File: config.mk
export PLATFORM = sky130hd
export DESIGN_NAME = pipe_hazard_ctrl_flat
export DESIGN_NICKNAME = d
export VERILOG_FILES = /design/src/rtl/pipe_hazard_ctrl_pkg.sv /design/src/rtl/pipe_hazard_ctrl_if.sv /design/src/rtl/pipe_hazard_ctrl_load_use_detect.sv /design/src/rtl/pipe_hazard_ctrl.sv /design/src/flat_wrapper.sv
export SDC_FILE = /design/constraint.sdc
export NUM_CORES = 1
export LEC_CHECK = 0
export CAP_MARGIN = 5
export CORE_UTILIZATION = 34
export CTS_CLUSTER_SIZE = 30
export DETAILED_ROUTE_END_ITERATION = 10
export PLACE_DENSITY = 0.87
export REMOVE_ABC_BUFFERS = 1
export SKIP_LAST_GASP = 1
export SYNTH_ARGS = -nofsm -noshare
export SYNTH_HDL_FRONTEND = slang
export SYNTH_HIERARCHICAL = 1
export SYNTH_SLANG_ARGS = --single-unit
export TNS_END_PERCENT = 5
File: constraint.sdc
create_clock -name clk -period 4 [get_ports clk]
set_clock_uncertainty 0.15 [all_clocks]
set_input_delay 0.8 -clock clk [delete_from_list [all_inputs] [get_ports clk]]
set_output_delay 0.8 -clock clk [all_outputs]
set_load 0.01 [all_outputs]
File: src/rtl/pipe_hazard_ctrl_pkg.sv
// ---------------------------------------------------------------------------
// pipe_ctrl_pkg
//
// Shared types and constants for the pipeline hazard controller.
//   ctrl_state_t : controller FSM states (RUN, MDU_WAIT, MEM_WAIT)
//   act_t        : the single pipeline action chosen in a cycle after
//                  priority resolution
//   REG_W_DEFAULT: default register index width (RV32: 32 registers)
// ---------------------------------------------------------------------------
package pipe_ctrl_pkg;

    localparam int REG_W_DEFAULT = 5;

    typedef enum logic [1:0] {
        RUN      = 2'd0,
        MDU_WAIT = 2'd1,
        MEM_WAIT = 2'd2
    } ctrl_state_t;

    // Exactly one of these is applied per cycle.
    typedef enum logic [2:0] {
        ACT_NONE     = 3'd0,
        ACT_RESET    = 3'd1,
        ACT_TIMEOUT  = 3'd2,
        ACT_MEM      = 3'd3,
        ACT_MDU      = 3'd4,
        ACT_MDU_DONE = 3'd5,
        ACT_BRANCH   = 3'd6,
        ACT_LOADUSE  = 3'd7
    } act_t;

endpackage

File: src/rtl/pipe_hazard_ctrl_if.sv
// ---------------------------------------------------------------------------
// pipe_hazard_ctrl_if
//
// Bundle between the pipeline datapath and the hazard controller.
//   master : pipeline side. Drives hazard sources (register indices, load,
//            branch, MDU and data-memory status), receives stall/flush
//            controls, the timeout pulse and the performance counters.
//   slave  : hazard controller side (the mirror of master).
// Parameters: REG_W register index width, CNT_W counter width.
// ---------------------------------------------------------------------------
interface pipe_hazard_ctrl_if
    import pipe_ctrl_pkg::*;
#(
    parameter int REG_W = REG_W_DEFAULT,
    parameter int CNT_W = 32
);

    logic [REG_W-1:0] rs1_id;
    logic [REG_W-1:0] rs2_id;
    logic             use_rs1_id;
    logic             use_rs2_id;
    logic [REG_W-1:0] rd_ex;
    logic             memread_ex;
    logic             branch_taken_ex;
    logic             mdu_start_ex;
    logic             mdu_done;
    logic             dmem_req_mem;
    logic             dmem_ready;

    logic             pc_stall;
    logic             if_id_stall;
    logic             id_ex_stall;
    logic             ex_mem_stall;
    logic             if_id_flush;
    logic             id_ex_flush;
    logic             ex_mem_flush;
    logic             mem_wb_flush;
    logic             mem_timeout;
    logic [CNT_W-1:0] cnt_loaduse;
    logic [CNT_W-1:0] cnt_flush;
    logic [CNT_W-1:0] cnt_stall;

    modport master (
        output rs1_id, rs2_id, use_rs1_id, use_rs2_id, rd_ex, memread_ex,
               branch_taken_ex, mdu_start_ex, mdu_done, dmem_req_mem, dmem_ready,
        input  pc_stall, if_id_stall, id_ex_stall, ex_mem_stall,
               if_id_flush, id_ex_flush, ex_mem_flush, mem_wb_flush,
               mem_timeout, cnt_loaduse, cnt_flush, cnt_stall
    );

    modport slave (
        input  rs1_id, rs2_id, use_rs1_id, use_rs2_id, rd_ex, memread_ex,
               branch_taken_ex, mdu_start_ex, mdu_done, dmem_req_mem, dmem_ready,
        output pc_stall, if_id_stall, id_ex_stall, ex_mem_stall,
               if_id_flush, id_ex_flush, ex_mem_flush, mem_wb_flush,
               mem_timeout, cnt_loaduse, cnt_flush, cnt_stall
    );

endinterface

File: src/rtl/pipe_hazard_ctrl_load_use_detect.sv
// ---------------------------------------------------------------------------
// load_use_detect
//
// Combinational load-use hazard detector. Flags the case where the
// instruction in EX is a load whose destination is read by the instruction
// in ID; forwarding cannot cover it because the load data only exists after
// MEM.
//   rd, memread        : destination and load flag of the EX instruction
//   rs1/rs2, use_rs1/2 : sources of the ID instruction and whether read
//   load_use           : hazard present
//   rd_nonzero         : destination is not x0 (usable on its own as the
//                        x0 guard by other hazard logic)
// ---------------------------------------------------------------------------
module load_use_detect
    import pipe_ctrl_pkg::*;
#(
    parameter int REG_W = REG_W_DEFAULT
) (
    input  logic [REG_W-1:0] rd,
    input  logic [REG_W-1:0] rs1,
    input  logic [REG_W-1:0] rs2,
    input  logic             use_rs1,
    input  logic             use_rs2,
    input  logic             memread,
    output logic             load_use,
    output logic             rd_nonzero
);

    // x0 is hardwired to zero, so a load targeting it creates no dependency.
    assign rd_nonzero = |rd;

    assign load_use = memread && rd_nonzero &&
                      ((use_rs1 && (rd == rs1)) || (use_rs2 && (rd == rs2)));

endmodule

File: src/rtl/pipe_hazard_ctrl.sv
// ---------------------------------------------------------------------------
// pipe_hazard_ctrl
//
// Central stall/flush sequencer for the 5-stage pipeline. Each cycle one
// action is chosen by priority: memory wait > MDU > branch > load-use.
// Stall/flush controls are combinational from the registered state and the
// current inputs, so they act in the same cycle.
//
// Ports:
//   clk    : clock, rising edge
//   reset  : synchronous, active-high; clears the pipe (all flushes high)
//   bus    : pipe_hazard_ctrl_if.slave (hazard sources in, controls out)
//
// Parameters:
//   REG_W       register index width
//   MEM_TIMEOUT consecutive memory wait cycles before abort (>= 2)
//   CNT_W       performance counter width
//
// Build option:
//   PIPE_PERF_CNT_EN  when defined, builds saturating load-use / redirect /
//                     stall-cycle counters; otherwise the counter outputs
//                     are tied to zero.
// ---------------------------------------------------------------------------
module pipe_hazard_ctrl
    import pipe_ctrl_pkg::*;
#(
    parameter int REG_W       = REG_W_DEFAULT,
    parameter int MEM_TIMEOUT = 255,
    parameter int CNT_W       = 32
) (
    input logic              clk,
    input logic              reset,
    pipe_hazard_ctrl_if.slave bus
);

    localparam int WCNT_W = $clog2(MEM_TIMEOUT + 1);

    ctrl_state_t       state;
    ctrl_state_t       state_next;
    logic [WCNT_W-1:0] wait_cnt;
    logic [WCNT_W-1:0] wait_cnt_next;
    logic              mdu_pend;
    logic              mdu_pend_next;
    act_t              act;

    logic load_use;
    logic rd_nonzero;
    logic mem_wait;
    logic timeout_hit;
    logic mdu_busy;

    logic pc_stall;
    logic if_id_stall;
    logic id_ex_stall;
    logic ex_mem_stall;
    logic if_id_flush;
    logic id_ex_flush;
    logic ex_mem_flush;
    logic mem_wb_flush;
    logic mem_timeout;

    load_use_detect #(
        .REG_W(REG_W)
    ) u_load_use (
        .rd         (bus.rd_ex),
        .rs1        (bus.rs1_id),
        .rs2        (bus.rs2_id),
        .use_rs1    (bus.use_rs1_id),
        .use_rs2    (bus.use_rs2_id),
        .memread    (bus.memread_ex),
        .load_use   (load_use),
        .rd_nonzero (rd_nonzero)
    );

    assign mem_wait    = bus.dmem_req_mem && !bus.dmem_ready;
    assign timeout_hit = (state == MEM_WAIT) && mem_wait &&
                         (wait_cnt == WCNT_W'(MEM_TIMEOUT));
    // An MDU operation is outstanding either in MDU_WAIT itself or while a
    // memory wait has temporarily taken over from it (mdu_pend remembers it).
    assign mdu_busy    = (state == MDU_WAIT) || ((state == MEM_WAIT) && mdu_pend);

    // Priority resolution: pick the single action for this cycle. mdu_done
    // only matters while an MDU operation is outstanding, and mdu_start_ex is
    // only taken when none is.
    always_comb begin
        act = ACT_NONE;
        if (reset) begin
            act = ACT_RESET;
        end else if (timeout_hit) begin
            act = ACT_TIMEOUT;
        end else if (mem_wait) begin
            act = ACT_MEM;
        end else if (mdu_busy) begin
            act = bus.mdu_done ? ACT_MDU_DONE : ACT_MDU;
        end else if (bus.mdu_start_ex) begin
            act = ACT_MDU;
        end else if (bus.branch_taken_ex) begin
            act = ACT_BRANCH;
        end else if (load_use) begin
            act = ACT_LOADUSE;
        end
    end

    // Map the chosen action onto the per-register controls. No action ever
    // stalls and flushes the same pipeline register.
    always_comb begin
        pc_stall     = 1'b0;
        if_id_stall  = 1'b0;
        id_ex_stall  = 1'b0;
        ex_mem_stall = 1'b0;
        if_id_flush  = 1'b0;
        id_ex_flush  = 1'b0;
        ex_mem_flush = 1'b0;
        mem_wb_flush = 1'b0;
        mem_timeout  = 1'b0;
        case (act)
            ACT_RESET: begin
                if_id_flush  = 1'b1;
                id_ex_flush  = 1'b1;
                ex_mem_flush = 1'b1;
                mem_wb_flush = 1'b1;
            end
            ACT_TIMEOUT: begin
                mem_timeout  = 1'b1;
                ex_mem_flush = 1'b1;
                mem_wb_flush = 1'b1;
            end
            ACT_MEM: begin
                pc_stall     = 1'b1;
                if_id_stall  = 1'b1;
                id_ex_stall  = 1'b1;
                ex_mem_stall = 1'b1;
                mem_wb_flush = 1'b1;
            end
            ACT_MDU: begin
                pc_stall     = 1'b1;
                if_id_stall  = 1'b1;
                id_ex_stall  = 1'b1;
                ex_mem_flush = 1'b1;
            end
            ACT_BRANCH: begin
                if_id_flush  = 1'b1;
                id_ex_flush  = 1'b1;
            end
            ACT_LOADUSE: begin
                pc_stall     = 1'b1;
                if_id_stall  = 1'b1;
                id_ex_flush  = 1'b1;
            end
            default: begin
            end
        endcase
    end

    // Next-state logic. The wait counter starts at 1 on the first stalled
    // memory cycle so that it equals the number of wait cycles already
    // spent. A timeout abandons everything in flight and returns to RUN.
    always_comb begin
        state_next    = RUN;
        wait_cnt_next = '0;
        mdu_pend_next = 1'b0;
        case (act)
            ACT_MEM: begin
                state_next    = MEM_WAIT;
                wait_cnt_next = (state == MEM_WAIT) ? wait_cnt + WCNT_W'(1) : WCNT_W'(1);
                mdu_pend_next = mdu_busy;
            end
            ACT_MDU: begin
                state_next    = MDU_WAIT;
            end
            default: begin
                state_next    = RUN;
            end
        endcase
    end

    // State registers; reset abandons any outstanding MDU or memory wait.
    always_ff @(posedge clk) begin
        if (reset) begin
            state    <= RUN;
            wait_cnt <= '0;
            mdu_pend <= 1'b0;
        end else begin
            state    <= state_next;
            wait_cnt <= wait_cnt_next;
            mdu_pend <= mdu_pend_next;
        end
    end

    assign bus.pc_stall     = pc_stall;
    assign bus.if_id_stall  = if_id_stall;
    assign bus.id_ex_stall  = id_ex_stall;
    assign bus.ex_mem_stall = ex_mem_stall;
    assign bus.if_id_flush  = if_id_flush;
    assign bus.id_ex_flush  = id_ex_flush;
    assign bus.ex_mem_flush = ex_mem_flush;
    assign bus.mem_wb_flush = mem_wb_flush;
    assign bus.mem_timeout  = mem_timeout;

`ifdef PIPE_PERF_CNT_EN
    logic [CNT_W-1:0] cnt_loaduse_q;
    logic [CNT_W-1:0] cnt_flush_q;
    logic [CNT_W-1:0] cnt_stall_q;

    // Saturating event counters: each stops at all-ones rather than wrap.
    always_ff @(posedge clk) begin
        if (reset) begin
            cnt_loaduse_q <= '0;
            cnt_flush_q   <= '0;
            cnt_stall_q   <= '0;
        end else begin
            if ((act == ACT_LOADUSE) && (cnt_loaduse_q != {CNT_W{1'b1}}))
                cnt_loaduse_q <= cnt_loaduse_q + CNT_W'(1);
            if ((act == ACT_BRANCH) && (cnt_flush_q != {CNT_W{1'b1}}))
                cnt_flush_q <= cnt_flush_q + CNT_W'(1);
            if (pc_stall && (cnt_stall_q != {CNT_W{1'b1}}))
                cnt_stall_q <= cnt_stall_q + CNT_W'(1);
        end
    end

    assign bus.cnt_loaduse = cnt_loaduse_q;
    assign bus.cnt_flush   = cnt_flush_q;
    assign bus.cnt_stall   = cnt_stall_q;
`else
    assign bus.cnt_loaduse = {CNT_W{1'b0}};
    assign bus.cnt_flush   = {CNT_W{1'b0}};
    assign bus.cnt_stall   = {CNT_W{1'b0}};
`endif

    // rd_nonzero is already folded into load_use; kept visible for reuse.
    logic unused_ok;
    assign unused_ok = rd_nonzero;

endmodule

File: src/flat_wrapper.sv
// flat-port wrapper written by rule: the top's interface ports become plain ports
module pipe_hazard_ctrl_flat import pipe_ctrl_pkg::*;
#(
    parameter int REG_W       = REG_W_DEFAULT,
    parameter int MEM_TIMEOUT = 255,
    parameter int CNT_W       = 32
)
  (clk, reset, bus_rs1_id, bus_rs2_id, bus_use_rs1_id, bus_use_rs2_id, bus_rd_ex, bus_memread_ex, bus_branch_taken_ex, bus_mdu_start_ex, bus_mdu_done, bus_dmem_req_mem, bus_dmem_ready, bus_pc_stall, bus_if_id_stall, bus_id_ex_stall, bus_ex_mem_stall, bus_if_id_flush, bus_id_ex_flush, bus_ex_mem_flush, bus_mem_wb_flush, bus_mem_timeout, bus_cnt_loaduse, bus_cnt_flush, bus_cnt_stall);
  pipe_hazard_ctrl_if #(.REG_W(REG_W), .CNT_W(CNT_W)) bus_i ();
  input logic clk;
  input logic reset;
  input wire logic [$bits(bus_i.rs1_id)-1:0] bus_rs1_id;
  input wire logic [$bits(bus_i.rs2_id)-1:0] bus_rs2_id;
  input wire logic [$bits(bus_i.use_rs1_id)-1:0] bus_use_rs1_id;
  input wire logic [$bits(bus_i.use_rs2_id)-1:0] bus_use_rs2_id;
  input wire logic [$bits(bus_i.rd_ex)-1:0] bus_rd_ex;
  input wire logic [$bits(bus_i.memread_ex)-1:0] bus_memread_ex;
  input wire logic [$bits(bus_i.branch_taken_ex)-1:0] bus_branch_taken_ex;
  input wire logic [$bits(bus_i.mdu_start_ex)-1:0] bus_mdu_start_ex;
  input wire logic [$bits(bus_i.mdu_done)-1:0] bus_mdu_done;
  input wire logic [$bits(bus_i.dmem_req_mem)-1:0] bus_dmem_req_mem;
  input wire logic [$bits(bus_i.dmem_ready)-1:0] bus_dmem_ready;
  output wire logic [$bits(bus_i.pc_stall)-1:0] bus_pc_stall;
  output wire logic [$bits(bus_i.if_id_stall)-1:0] bus_if_id_stall;
  output wire logic [$bits(bus_i.id_ex_stall)-1:0] bus_id_ex_stall;
  output wire logic [$bits(bus_i.ex_mem_stall)-1:0] bus_ex_mem_stall;
  output wire logic [$bits(bus_i.if_id_flush)-1:0] bus_if_id_flush;
  output wire logic [$bits(bus_i.id_ex_flush)-1:0] bus_id_ex_flush;
  output wire logic [$bits(bus_i.ex_mem_flush)-1:0] bus_ex_mem_flush;
  output wire logic [$bits(bus_i.mem_wb_flush)-1:0] bus_mem_wb_flush;
  output wire logic [$bits(bus_i.mem_timeout)-1:0] bus_mem_timeout;
  output wire logic [$bits(bus_i.cnt_loaduse)-1:0] bus_cnt_loaduse;
  output wire logic [$bits(bus_i.cnt_flush)-1:0] bus_cnt_flush;
  output wire logic [$bits(bus_i.cnt_stall)-1:0] bus_cnt_stall;
  assign bus_i.rs1_id = bus_rs1_id;
  assign bus_i.rs2_id = bus_rs2_id;
  assign bus_i.use_rs1_id = bus_use_rs1_id;
  assign bus_i.use_rs2_id = bus_use_rs2_id;
  assign bus_i.rd_ex = bus_rd_ex;
  assign bus_i.memread_ex = bus_memread_ex;
  assign bus_i.branch_taken_ex = bus_branch_taken_ex;
  assign bus_i.mdu_start_ex = bus_mdu_start_ex;
  assign bus_i.mdu_done = bus_mdu_done;
  assign bus_i.dmem_req_mem = bus_dmem_req_mem;
  assign bus_i.dmem_ready = bus_dmem_ready;
  assign bus_pc_stall = bus_i.pc_stall;
  assign bus_if_id_stall = bus_i.if_id_stall;
  assign bus_id_ex_stall = bus_i.id_ex_stall;
  assign bus_ex_mem_stall = bus_i.ex_mem_stall;
  assign bus_if_id_flush = bus_i.if_id_flush;
  assign bus_id_ex_flush = bus_i.id_ex_flush;
  assign bus_ex_mem_flush = bus_i.ex_mem_flush;
  assign bus_mem_wb_flush = bus_i.mem_wb_flush;
  assign bus_mem_timeout = bus_i.mem_timeout;
  assign bus_cnt_loaduse = bus_i.cnt_loaduse;
  assign bus_cnt_flush = bus_i.cnt_flush;
  assign bus_cnt_stall = bus_i.cnt_stall;
  pipe_hazard_ctrl #(.REG_W(REG_W), .MEM_TIMEOUT(MEM_TIMEOUT), .CNT_W(CNT_W)) u_core (.clk(clk), .reset(reset), .bus(bus_i));
endmodule
# Yosys cells after proc, flatten, opt, wreduce, memory -nomap -nowiden
# Index checks and enable logic that the tools add are counted.
dict set report word_totals {
  regBits 11
  input_bits 25
  out_inout_bits 105
  elab_cells 56
}
dict set report classes {
  add_sub_neg 1
  n_eq_ne 11
  n_mux 18
  bitwise 2
  n_reduce_logical 20
}
# cell n
set ops {}
lappend ops {{$mux 3} 7}
lappend ops {{$reduce_or 3->1} 5}
lappend ops {{$eq 5x5->1} 2}
lappend ops {{$mux 1} 10}
lappend ops {{$eq 3x3->1 const B} 3}
lappend ops {{$add 8x1->8 const B} 1}
lappend ops {{$eq 8x8->1 const B} 1}
lappend ops {{$logic_and 1x1->1} 8}
lappend ops {{$eq 3x2->1 const B} 2}
lappend ops {{$reduce_or 2->1} 3}
lappend ops {{$reduce_or 5->1} 1}
lappend ops {{$pmux 2 s2} 1}
lappend ops {{$eq 3x1->1 const B} 1}
lappend ops {{$eq 2x1->1 const B} 1}
lappend ops {{$eq 2x2->1 const B} 1}
lappend ops {{$logic_or 1x1->1} 2}
lappend ops {{$not 1->1} 2}
lappend ops {{$logic_not 1->1} 1}

# Logic depth before layout (Yosys ltp)
dict set report logic_depth {
  ltp_word 14
  depth_mapped 8
}

# Hierarchy
# Netlist, hierarchy kept.
# mod instances cells_each area_each_um2 seq_area_each_um2
set by_module_without_submodules {}
lappend by_module_without_submodules {pipe_hazard_ctrl 1 163 1330.0 220.2}
lappend by_module_without_submodules {load_use_detect 1 19 131.4 0.0}

# Worst setup path after synthesis
# OpenSTA, ideal clock, no wires.
dict set report synth_timing {
  path_kind {input to output}
  startpoint {input bus_dmem_ready}
  endpoint {output bus_pc_stall}
  t_arrival_ns 2.214
  path_slack_ns 0.836
  cell_stages 6
  path_cell_list {nand2b_4 buf_6 or4b_4 and2_4 a211o_1 buf_4}
}
dict set report synth_via {
  elab_chain_len 9
  elab_cells_between_ends 12
  cone_classes {eq/ne: 3; mux: 4; reduce/logical: 5}
}
# item line_no
set synth_lines {}
lappend synth_lines {{start, declared} flat_wrapper.sv:22} ;# input wire logic [$bits(bus_i.dmem_ready)-1:0] bus_dmem_ready;
lappend synth_lines {{$logic_not 1->1 (*)} pipe_hazard_ctrl.sv:75} ;# assign mem_wait = bus.dmem_req_mem && !bus.dmem_ready;
lappend synth_lines {{$logic_and 1x1->1 (*)} pipe_hazard_ctrl.sv:75}
lappend synth_lines {{$logic_and 1x1->1 (2 in a row)} pipe_hazard_ctrl.sv:76} ;# assign timeout_hit = (state == MEM_WAIT) && mem_wait &&
lappend synth_lines {{$mux 3 (*)} pipe_hazard_ctrl.sv:89} ;# end else if (timeout_hit) begin
lappend synth_lines {{$mux 3 (*)} pipe_hazard_ctrl.sv:87} ;# if (reset) begin
lappend synth_lines {{$eq 3x3->1 / $eq 3x2->1 (equally long branches)} n/a}
lappend synth_lines {{$reduce_or 3->1 (no line) (*)} n/a}
lappend synth_lines {{$mux 1 (*)} n/a}
lappend synth_lines {{end, declared} flat_wrapper.sv:23} ;# output wire logic [$bits(bus_i.pc_stall)-1:0] bus_pc_stall;
# Every way passes the cells marked *; elsewhere a longest branch is shown, timed or not.

# Final worst setup path
dict set report layout_timing {
  startpoint {input bus_rd_ex[4]}
  endpoint {output bus_if_id_flush}
}
dict set report layout_via {
  elab_chain_len 14
  elab_cells_between_ends 19
  cone_classes {eq/ne: 4; mux: 8; reduce/logical: 7}
}
# item line_no
set layout_lines {}
lappend layout_lines {{start, declared} flat_wrapper.sv:16} ;# input wire logic [$bits(bus_i.rd_ex)-1:0] bus_rd_ex;
lappend layout_lines {{$eq 5x5->1} pipe_hazard_ctrl_load_use_detect.sv:33} ;# ((use_rs1 && (rd == rs1)) || (use_rs2 && (rd == rs2)));
lappend layout_lines {{$logic_and 1x1->1} pipe_hazard_ctrl_load_use_detect.sv:33}
lappend layout_lines {{$logic_or 1x1->1} pipe_hazard_ctrl_load_use_detect.sv:33}
lappend layout_lines {{$logic_and 1x1->1 (*)} pipe_hazard_ctrl_load_use_detect.sv:32} ;# assign load_use = memread && rd_nonzero &&
lappend layout_lines {{via u_core.load_use} pipe_hazard_ctrl.sv:46} ;# logic load_use;
lappend layout_lines {{$mux 3 (*)} pipe_hazard_ctrl.sv:99} ;# end else if (load_use) begin
lappend layout_lines {{$mux 3 (*)} pipe_hazard_ctrl.sv:97} ;# end else if (bus.branch_taken_ex) begin
lappend layout_lines {{$mux 3 (*)} pipe_hazard_ctrl.sv:95} ;# end else if (bus.mdu_start_ex) begin
lappend layout_lines {{$mux 3 (*)} pipe_hazard_ctrl.sv:93} ;# end else if (mdu_busy) begin
lappend layout_lines {{$mux 3 (*)} pipe_hazard_ctrl.sv:91} ;# end else if (mem_wait) begin
lappend layout_lines {{$mux 3 (*)} pipe_hazard_ctrl.sv:89}
lappend layout_lines {{$mux 3 (*)} pipe_hazard_ctrl.sv:87}
lappend layout_lines {{$eq 3x3->1 / $eq 3x1->1 (equally long branches)} pipe_hazard_ctrl.sv:116} ;# case (act)
lappend layout_lines {{$reduce_or 2->1 (no line) (*)} n/a}
lappend layout_lines {{$mux 1 (*)} pipe_hazard_ctrl.sv:116}
lappend layout_lines {{end, declared} flat_wrapper.sv:27} ;# output wire logic [$bits(bus_i.if_id_flush)-1:0] bus_if_id_flush;
# The timed path passes the listed nets; every way through them passes the cells marked *.

==> flow_metrics.py <==
metrics = {
    "outcome": {
        "outcome": "finished clean",
    },
    "route": {
        "viasPerCell": 3.58,
        "dr.pass1.iters": 6,
        "totalWireLength_mm": 2.22,
        "drcViolationCount": 0,
        "num_vias": 966,
        "antenna_left": 0,
        "dr.first_iter.drc_count": 37,
        "wire_per_inst_um": 8.22,
    },
    "synthesis": {
        "synth_top_flop_cell": "dfxtp_1",
        "synth.distinct_cells": 37,
        "synth.most_common_cell": "buf_4",
        "yosysSeqAreaShare_pct": 15.1,
        "synthArstFlopShare_pct": 0,
        "synth_cells": 182,
        "synth_common_cells": "buf_4, dfxtp_1, nor2_1, xor2_1, nand3_1",
        "ys_seq_elements": 11,
        "synth_area_leaders": "buf_4, dfxtp_1, xor2_1, xnor2_1, nor2_1",
        "synth_top_area_share_pct": 49.8,
        "postSynthAreaPerCell_um2": 8.03,
        "syn_area_um2": 1460,
        "ys_warn_count": 6,
        "synth_edf_count": 0,
        "yosys.area.top_type": "buf_4",
    },
    "global_route": {
        "antenna_found_initial": 0,
        "grt_pass1_wl_mm": 3.26,
        "grt_usage_pct": 9.35,
        "grt_overflow": 0,
        "grt_pass1_vias": 761,
        "grt_start_max_net_pins": 9,
    },
    "final_layout": {
        "antenna_cells": 0,
        "drive_gt1_share_pct": 8.64,
        "syn_to_final_growth_pct": 6.59,
        "fin_nets": 247,
    },
    "run": {
        "max_cap_viol_count": 0,
    },
    "sta": {
        "rsz0062_at_grt": "yes",
        "tightest_slew_ns": 0.549,
        "post-route-period-util_pct": 97.0,
        "fmax_mhz": 258,
        "setup_viol": 0,
        "setup_slack_ns": 0.121,
        "slew_viol_final": 0,
        "hold_viol_final": 0,
        "maxSlewHeadroom_pct": 63.2,
        "period_minus_slack_ns": 3.88,
    },
    "critical_path": {
        "worstPathRequired_ns": 3.05,
        "arrival_ns": 2.93,
        "cp-start-kind": "input pin",
        "cp-end-kind": "output port",
        "cp_max_fo": 3,
        "criticalPathCategory": "in -> out",
    },
    "clock_tree": {
        "path_clk_slew_ns": 0.05,
        "cts.sinks": 11,
        "root_buffer": "clkbuf_8",
        "cts_setup_buffers": 0,
        "insertion_delay_ns": 0.23,
        "cts_tree": "built",
        "numCtsBuffers": 3,
        "clock_path_buffers": 2,
        "cts_hold_buf": 0,
        "h-tree-depth": 1,
    },
    "placement": {
        "dp_slack_ns": -0.193,
        "dp_hpwl_mm": 1.90,
        "gp_congestion": 0.840,
        "io_buffers": 33,
    },
    "power": {
        "leakagePower_nw": 0.776,
        "ir_drop_mv": 0.114,
        "power_density_nw_per_um2": 216,
        "finalPower_mw": 0.337,
    },
    "floorplan": {
        "core_um2": 4060,
        "initial_core_util_pct": 36.0,
        "rows": 23,
        "die-area_um2": 4560,
        "die_w_um": 67.6,
        "boundaryPins": 130,
        "die_height_um": 67.6,
    },
    "min_path": {
        "hold_class": "reg -> reg",
    },
}
-- metrics by stage --
step / hold slack, ns / util, % / std cells / instance area (um2) / setup TNS [ns]
CTS: 0.356 / 38.2 / 270 / 1550 / -0.0937
global route: 0.383 / 38.4 / 270 / 1560 / -0.0334
floorplan: 0.297 / - / 179 / 1080 / 0
global placement: 0.318 / 37.0 / 266 / 1500 / -0.470
finish: 0.346 / 38.4 / 270 / 1560 / 0
detailed placement: 0.350 / 37.0 / 266 / 1500 / -0.382
-- cell usage in the layout (no fill, tap or decap), drive strengths merged --
master	netlist	routed
xnor2	5	5
and2	2	2
inv	3	3
a21oi	1	1
a31oi	1	1
a22oi	1	1
and3	2	2
ha	1	1
nand2b	2	2
a21boi	1	1
or4b	1	1
nand4b	1	1
conb	1	96
nor4	2	2
a211o	1	1
a31o	1	1
clkbuf	0	4
dlymetal6s2s	0	1
a2111oi	1	1
nand3	7	7
a41o	1	1
buf	98	4
dlygate4sd2	0	1
or2	2	2
clkdlybuf4s50	0	31
dfxtp	11	11
xor2	11	11
o211ai	1	1
nor2	11	11
and2b	1	1
nor2b	1	1
nand3b	1	1
a211oi	1	1
nor3	3	3
a21o	1	1
nand2	4	4
nand4	1	1
-- registers in the layout, indices dropped and copies added (netlist names) --
name and count:
u_core/mdu_pend 1, u_core/state 2, u_core/wait_cnt 8
-- final timing paths --
path	startpoint	end	slack, ns	depth (start not counted)
hold reg to reg	u_core/wait_cnt[0]$_SDFF_PP0_	u_core/wait_cnt[0]$_SDFF_PP0_	0.35	1
setup / recovery	bus_rd_ex[4]	bus_if_id_flush	0.12	9
setup reg to reg	u_core/wait_cnt[0]$_SDFF_PP0_	u_core/wait_cnt[0]$_SDFF_PP0_	2.17	5
hold / removal	u_core/wait_cnt[0]$_SDFF_PP0_	u_core/wait_cnt[0]$_SDFF_PP0_	0.35	1
-- kinds of logic after synthesis --
| group | count (synthesis) | share of synthesized area [%] |
|---|---|---|
| buffers and inverters | 101 | 51.4 |
| AND/OR/NAND/NOR | 41 | 16.7 |
| AO/OA/AOI/OAI | 11 | 6.17 |
| flip-flops | 11 | 15.1 |
| other | 1 | 0.257 |
| XOR/XNOR | 16 | 9.59 |
| adder cells (fa/ha/maj) | 1 | 0.856 |
-- layer usage --
layer | up-vias | wire length [um] | global-route usage, %
met4 | 0 | 23 | 3.72
met1 | 419 | 842 | 9.50
met2 | 70 | 1130 | 17.9
met5 | - | 0 | 0
li1 | 473 | - | -
met3 | 4 | 221 | 2.20
-- worst max-delay path, stage by stage --
cell and delay (ns):
clkdlybuf4s50_1 0.47, xor2_1 0.19, nor4_1 0.26, nand3_1 0.13, a21oi_2 0.16, buf_4 0.12, a31oi_1 0.07, a41o_1 0.25
clkdlybuf4s50_1 0.48
-- power by group --
| part | internal, mW | switching [mW] |
|---|---|---|
| Sequential | 0.112 | 0.00133 |
| Combinational | 0.0460 | 0.0690 |
| Clock | 0.0697 | 0.0389 |
| Total | 0.227 | 0.109 |
-- area by class of cell --
class,instances,area (um2)
flip-flops and latches,11,220
repair buffers,37,362
clock buffers,4,45.0
well taps,50,62.6
inverters,3,11.3
fillers,420,2500
multi-input cells,165,857
-- what timing repair did --
action                                  CTS  global route
gates resized for setup                   3             2
pin swaps                                 1             2
endpoints found under the setup margin    2             2
No activity file was read; power rests on OpenSTA's default activity.
==> edit 1: new RTL, config.mk and constraints unchanged <==
Add a define of `PIPE_PERF_CNT_EN`.
--- a/src/rtl/pipe_hazard_ctrl.sv
+++ b/src/rtl/pipe_hazard_ctrl.sv
@@ -23,2 +23,4 @@
 // ---------------------------------------------------------------------------
+`define PIPE_PERF_CNT_EN
+
 module pipe_hazard_ctrl
Function: changed (Yosys sat finds a counterexample within 4 cycles, from zero or initial values and one cycle with reset high).
==> edit 1 against the original RTL <==
The flow now finishes with violations (setup timing); sequential cell count up 96; count of clock-buffer cells in the layout up 7; cell area rose to 4.9 times the old value; power rose to 6.3 times the old value; setup slack worse by 0.27 ns; area after synthesis rose to 3.9 times the old value; sequential share of layout area up 14 points; wire length rose to 7.1 times the old value; clock power rose to 8.3 times the old value; critical path type unchanged; largest power group is now sequential cells.
==> edit 1: results (changes against the original RTL) <==
Global Route Usage Sum: 18.6% (+9.2 points)
Placer Congestion: 0.847 (+0.86%)
Synth unique cells: 50 (+35%)
DP Wirelength: 11.3 mm (+490%)
Slowest stage cell, crit path: or3b_4
Seq/Total Area, Yosys: 38.1% (+23 points)
Top cells by count, synth: dfxtp_1 (107), nand2_1 (57), nor2_1 (56)
Failing checks: setup timing
Antenna fix cells: 0 (unchanged)
EDFF count, synth: 0 (unchanged)
Leak: 2.38 nW (+210%)
Setup Buffers After CTS: 0 (unchanged)
Worst setup margin: -0.148 ns (-0.269 ns)
Fillers: 1571 (+270%)
Placed Instance Area: 7240 µm² (+380%)
H-tree levels: 3 (+2)
Clock-pin slew on the worst setup and hold paths: 0.06 ns
Footprint of the multi-input gates: 3350 µm² (+290%)
Post-synth ARST share: 0% (unchanged)
Clock root cell: clkbuf_16
Remaining DRCs: 0 (unchanged)
Iteration count of the initial detailed-routing pass: 4 (-2)
Worst vdd ir: 0.185 mV (+63%)
Vias in the first global route: 5100 (+570%)
Top cells by area, synth: dfxtp_1 (38%), nand3_1 (4.4%), or4_1 (4.4%), a21oi_1 (4.4%), nand2_1 (3.8%)
Crit path largest cell delay: 0.40 ns (-0.08 ns)
Outcome: complete, but fails checks
Fin nets: 851 (+240%)
Share of layout cells above drive strength 1: 10.0% (+1.4 points)
Family with the most delay on the worst path: simple AND/OR/NAND/NOR gates
1st-iter DRT viols: 402 (+990%)
Via/cell ratio: 5.60 (+57%)
Final wirelength: 15.9 mm (+610%)
Skew-Pair Late Insertion Delay: 0.35 ns (+0.12 ns)
Worst-Margin Slew: 1.08 ns (+0.527 ns)
Port buffer count: 129 (+290%)
Largest net degree at the start of global routing: 60 (+51)
CP max FO: 3 (unchanged)
Reg-to-reg slack, setup: 0.95 ns (-1.22 ns)
# setup viols final: 5 (+5)
Syn. warnings: 6 (unchanged)
CTS Buf Count: 9 (+6)
Worst Path Arrival: 3.20 ns (+0.27 ns)
First-pass GRT wire length: 25.3 mm (+680%)
-- edit 1: cells by family after synthesis --
| logic type | after synthesis | share of synthesized area [%] |
|---|---|---|
| AOI/OAI and AO/OA | 135 | 15.2 |
| xor gates and xnor gates | 36 | 5.60 |
| adders and majority gates | 4 | 0.889 |
| buffers and inverters | 49 | 3.38 |
| DFF | 107 | 38.1 |
| muxes | 12 | 2.33 |
| and+or+nand+nor | 349 | 34.5 |
-- edit 1: final cells by class --
type,instances,area share (%)
Timing Repair Buffer,155,19.3
Clock buffer,11,3.21
Tap cell,216,3.57
Sequential cell,107,28.3
Inverter,13,0.645
Multi-Input combinational cell,536,44.3
Clock inverter,4,0.678
-- edit 1: final timing paths --
check,start,cells after the start,end
worst max-delay path,bus_rd_ex[2],12,bus_ex_mem_flush
worst max register to register,u_core/state[0],9,u_core/bus.cnt_flush[25]
worst min-delay path,u_core/bus.cnt_stall[23],2,u_core/bus.cnt_stall[23]
worst min register to register,u_core/bus.cnt_stall[23],2,u_core/bus.cnt_stall[23]
-- edit 1: routing by layer --
layer  routed length [µm]  GRT usage [%]  share of wire [%]
met1                 7040           24.0                 44
met2                 7610           30.3                 48
met3                  847           3.22                5.3
met4                  362           7.98                2.3
met5                    0              0                  0
-- edit 1: where the power goes --
part / internal, mW / leakage [nW] / switching (mW) / total (mW)
Clock: 0.500 / 0.142 / 0.402 / 0.902
Combinational: 0.0640 / 1.38 / 0.0918 / 0.156
Sequential: 1.07 / 0.862 / 0.00520 / 1.07
Total: 1.63 / 2.38 / 0.499 / 2.13
-- edit 1: what timing repair did --
| item | 4_1_cts | 5_1_grt |
|---|---|---|
| setup endpoints to repair | 42 | 23 |
| cloned | 0 | 0 |
| gates resized for setup | 56 | 16 |
| pin swaps | 15 | 10 |
-- edit 1: tightest hold or removal path, stage by stage, from the launching register on --
cell and delay (ns):
dfxtp_1 0.33, o31ai_1 0.07, a21oi_1 0.06
-- edit 1: stage by stage --
stage	setup TNS, ns	worst slack [ns]	total power [mW]	hold WS (ns)	cells
4_1_cts	-0.485	-0.163	2.15	0.346	1042
3_5_place_dp	-38.61	-0.918	1.25	0.335	1027
5_1_grt	-2.49	-0.258	2.21	0.368	1042
6_report	-0.455	-0.148	2.13	0.345	1042
2_1_floorplan	-9.84	-0.594	1.15	0.300	656
3_3_place_gp	-30.90	-0.853	1.25	0.323	1027
==> edit 2: new RTL, same flow settings <==
Without the edit above. Encoding of `ctrl_state_t`: now one-hot (3 bits for 3 states).
--- a/src/rtl/pipe_hazard_ctrl_pkg.sv
+++ b/src/rtl/pipe_hazard_ctrl_pkg.sv
@@ -13,6 +13,6 @@
 
-    typedef enum logic [1:0] {
-        RUN      = 2'd0,
-        MDU_WAIT = 2'd1,
-        MEM_WAIT = 2'd2
+    typedef enum logic [2:0] {
+        RUN      = 3'b001,
+        MDU_WAIT = 3'b010,
+        MEM_WAIT = 3'b100
     } ctrl_state_t;
Formal check against the unedited RTL: no difference found for any inputs over 10 cycles, from zero or initial values and one cycle with reset high; not proved beyond that.
==> edit 2 against the original RTL <==
The run now ends with setup timing left; wire length up 7.0%; first-iteration DRC count down 62%; setup slack worse by 0.24 ns; sequential share of layout area up 0.54 points; cell area up 5.1%; area after synthesis up 3.7%; global-route usage up 0.84 points; count of clock-buffer cells in the layout unchanged; sequential cell count up 1; non-clock buffer count up 1; sequential power up 11%; power up 10%; largest cell class unchanged.
==> edit 2: results (changes against the original RTL) <==
Max Buffers Root-to-Sink: 2 (unchanged)
Largest regs: u_core/wait_cnt: 8 flops, u_core/state: 3 flops, u_core/mdu_pend: 1 flops
Comb pwr: 117 µW
Via/cell ratio: 3.62 (+1.3%)
Seq/Total Area, Yosys: 15.9% (+0.79 points)
Worst R2R End: u_core/wait_cnt[0]
# setup viols final: 5 (+5)
1st-iter DRT viols: 14 (-62%)
Syn. warnings: 6 (unchanged)
Worst setup margin: -0.120 ns (-0.241 ns)
Share of layout cells above drive strength 1: 9.82% (+1.2 points)
Placer Congestion: 0.767 (-8.7%)
P per Cell Area: 226 nW/µm² (+4.7%)
Worst Path Arrival: 3.17 ns (+0.24 ns)
CP max FO: 3 (unchanged)
Reg-to-reg slack, setup: 2.31 ns (+0.14 ns)
Switching Fraction: 31.2% (-1.2 points)
Top cells by count, synth: buf_4 (97), dfxtp_1 (12), xor2_1 (12)
Routed wire per std cell: 8.66 µm (+5.4%)
Top cells by area, synth: buf_4 (48%), dfxtp_1 (16%), xor2_1 (6.9%), and3_1 (2.5%), nor2_1 (2.5%)
DRT met1 WL: 905 µm (+7.5%)
First-pass GRT wire length: 3.51 mm (+7.6%)
Vias: 993 (+2.8%)
Hold Path Depth: 1 (unchanged)
Failing checks: setup timing
Antenna fix cells: 0 (unchanged)
Hold Fails Final Rpt: 0 (unchanged)
Place WS: -0.280 ns (-0.0872 ns)
Hold WS: 0.335 ns (-0.0106 ns)
Initial antenna violation count: 0 (unchanged)
Post-synth ARST share: 0% (unchanged)
Leak: 0.853 nW (+9.8%)
DP Wirelength: 2.09 mm (+9.6%)
Skew-Pair Late Insertion Delay: 0.24 ns
Synth unique cells: 35 (-5.4%)
Global Route Usage Sum: 10.2% (+0.84 points)
Routed wl met2: 1.18 mm (+4.2%)
Met3 wire length: 216 µm (-2.3%)
Placed insts: 270 (+1.5%)
Worst vdd ir: 0.0874 mV (-23%)
Largest net degree at the start of global routing: 8 (-1)
Fillers: 433 (+3.1%)
Mapped Cells: 184 (+1.1%)
Synth Flop Type: dfxtp_1
H-tree levels: 1 (unchanged)
Sequential Power Share: 33.6% (about the same)
Iteration count of the initial detailed-routing pass: 4 (-2)
Hold buffers post-CTS: 0 (unchanged)
Fin nets: 251 (+1.6%)
Vias in the first global route: 820 (+7.8%)
Setup TNS: -0.353 ns (-0.353 ns)
Clock-pin slew on the worst setup and hold paths: 0.05 ns (about the same)
Outcome: complete, but fails checks
Placed Instance Area: 1570 µm² (+4.8%)
-- edit 2: per-layer routing --
layer  global-route usage (%)  vias to the layer above
met5                        0                        -
met2                     17.0                       65
li1                         -                      479
met1                     11.2                      441
met3                     2.47                        8
met4                     7.40                        0
-- edit 2: cell type report --
cell class	instances	area (µm²)	area share, %
Timing Repair Buffer	38	367	22.4
Tap cell	50	62.6	3.82
Sequential cell	12	240	14.7
Inverter	2	7.51	0.459
Clock buffer	4	55.1	3.36
Multi-Input combinational cell	168	905	55.3
-- edit 2: critical path: stages --
cell and delay, ns:
clkdlybuf4s50_1 0.48, xor2_1 0.20, nor4_1 0.34, nand3_1 0.15, a21oi_2 0.19, a211oi_2 0.09, mux2i_2 0.17, buf_4 0.15
o311ai_1 0.09, clkdlybuf4s50_1 0.50
-- edit 2: worst max path at each step --
stage             startpoint          endpoint  depth (start not counted)
2_1_floorplan  bus_rs1_id[2]   bus_if_id_stall                          8
3_3_place_gp    bus_rd_ex[2]   bus_if_id_stall                         10
3_5_place_dp    bus_rd_ex[2]   bus_id_ex_stall                         11
4_1_cts         bus_rd_ex[1]   bus_if_id_flush                         10
5_1_grt         bus_rd_ex[2]   bus_id_ex_flush                         10
6_report        bus_rd_ex[2]  bus_ex_mem_flush                         10
-- edit 2: what timing repair did --
action	CTS	global route
pin swaps	1	1
resized for setup	4	2
setup endpoints to repair	6	6
-- edit 2: cell families after synthesis --
| group | Yosys count | synth area share, % |
|---|---|---|
| buf+inv | 99 | 48.6 |
| simple gates | 43 | 17.3 |
| xor+xnor | 16 | 9.25 |
| mux | 1 | 0.908 |
| flops | 12 | 15.9 |
| compound gates | 11 | 7.02 |
| fa+ha+maj | 1 | 0.826 |
| other cells | 1 | 0.247 |
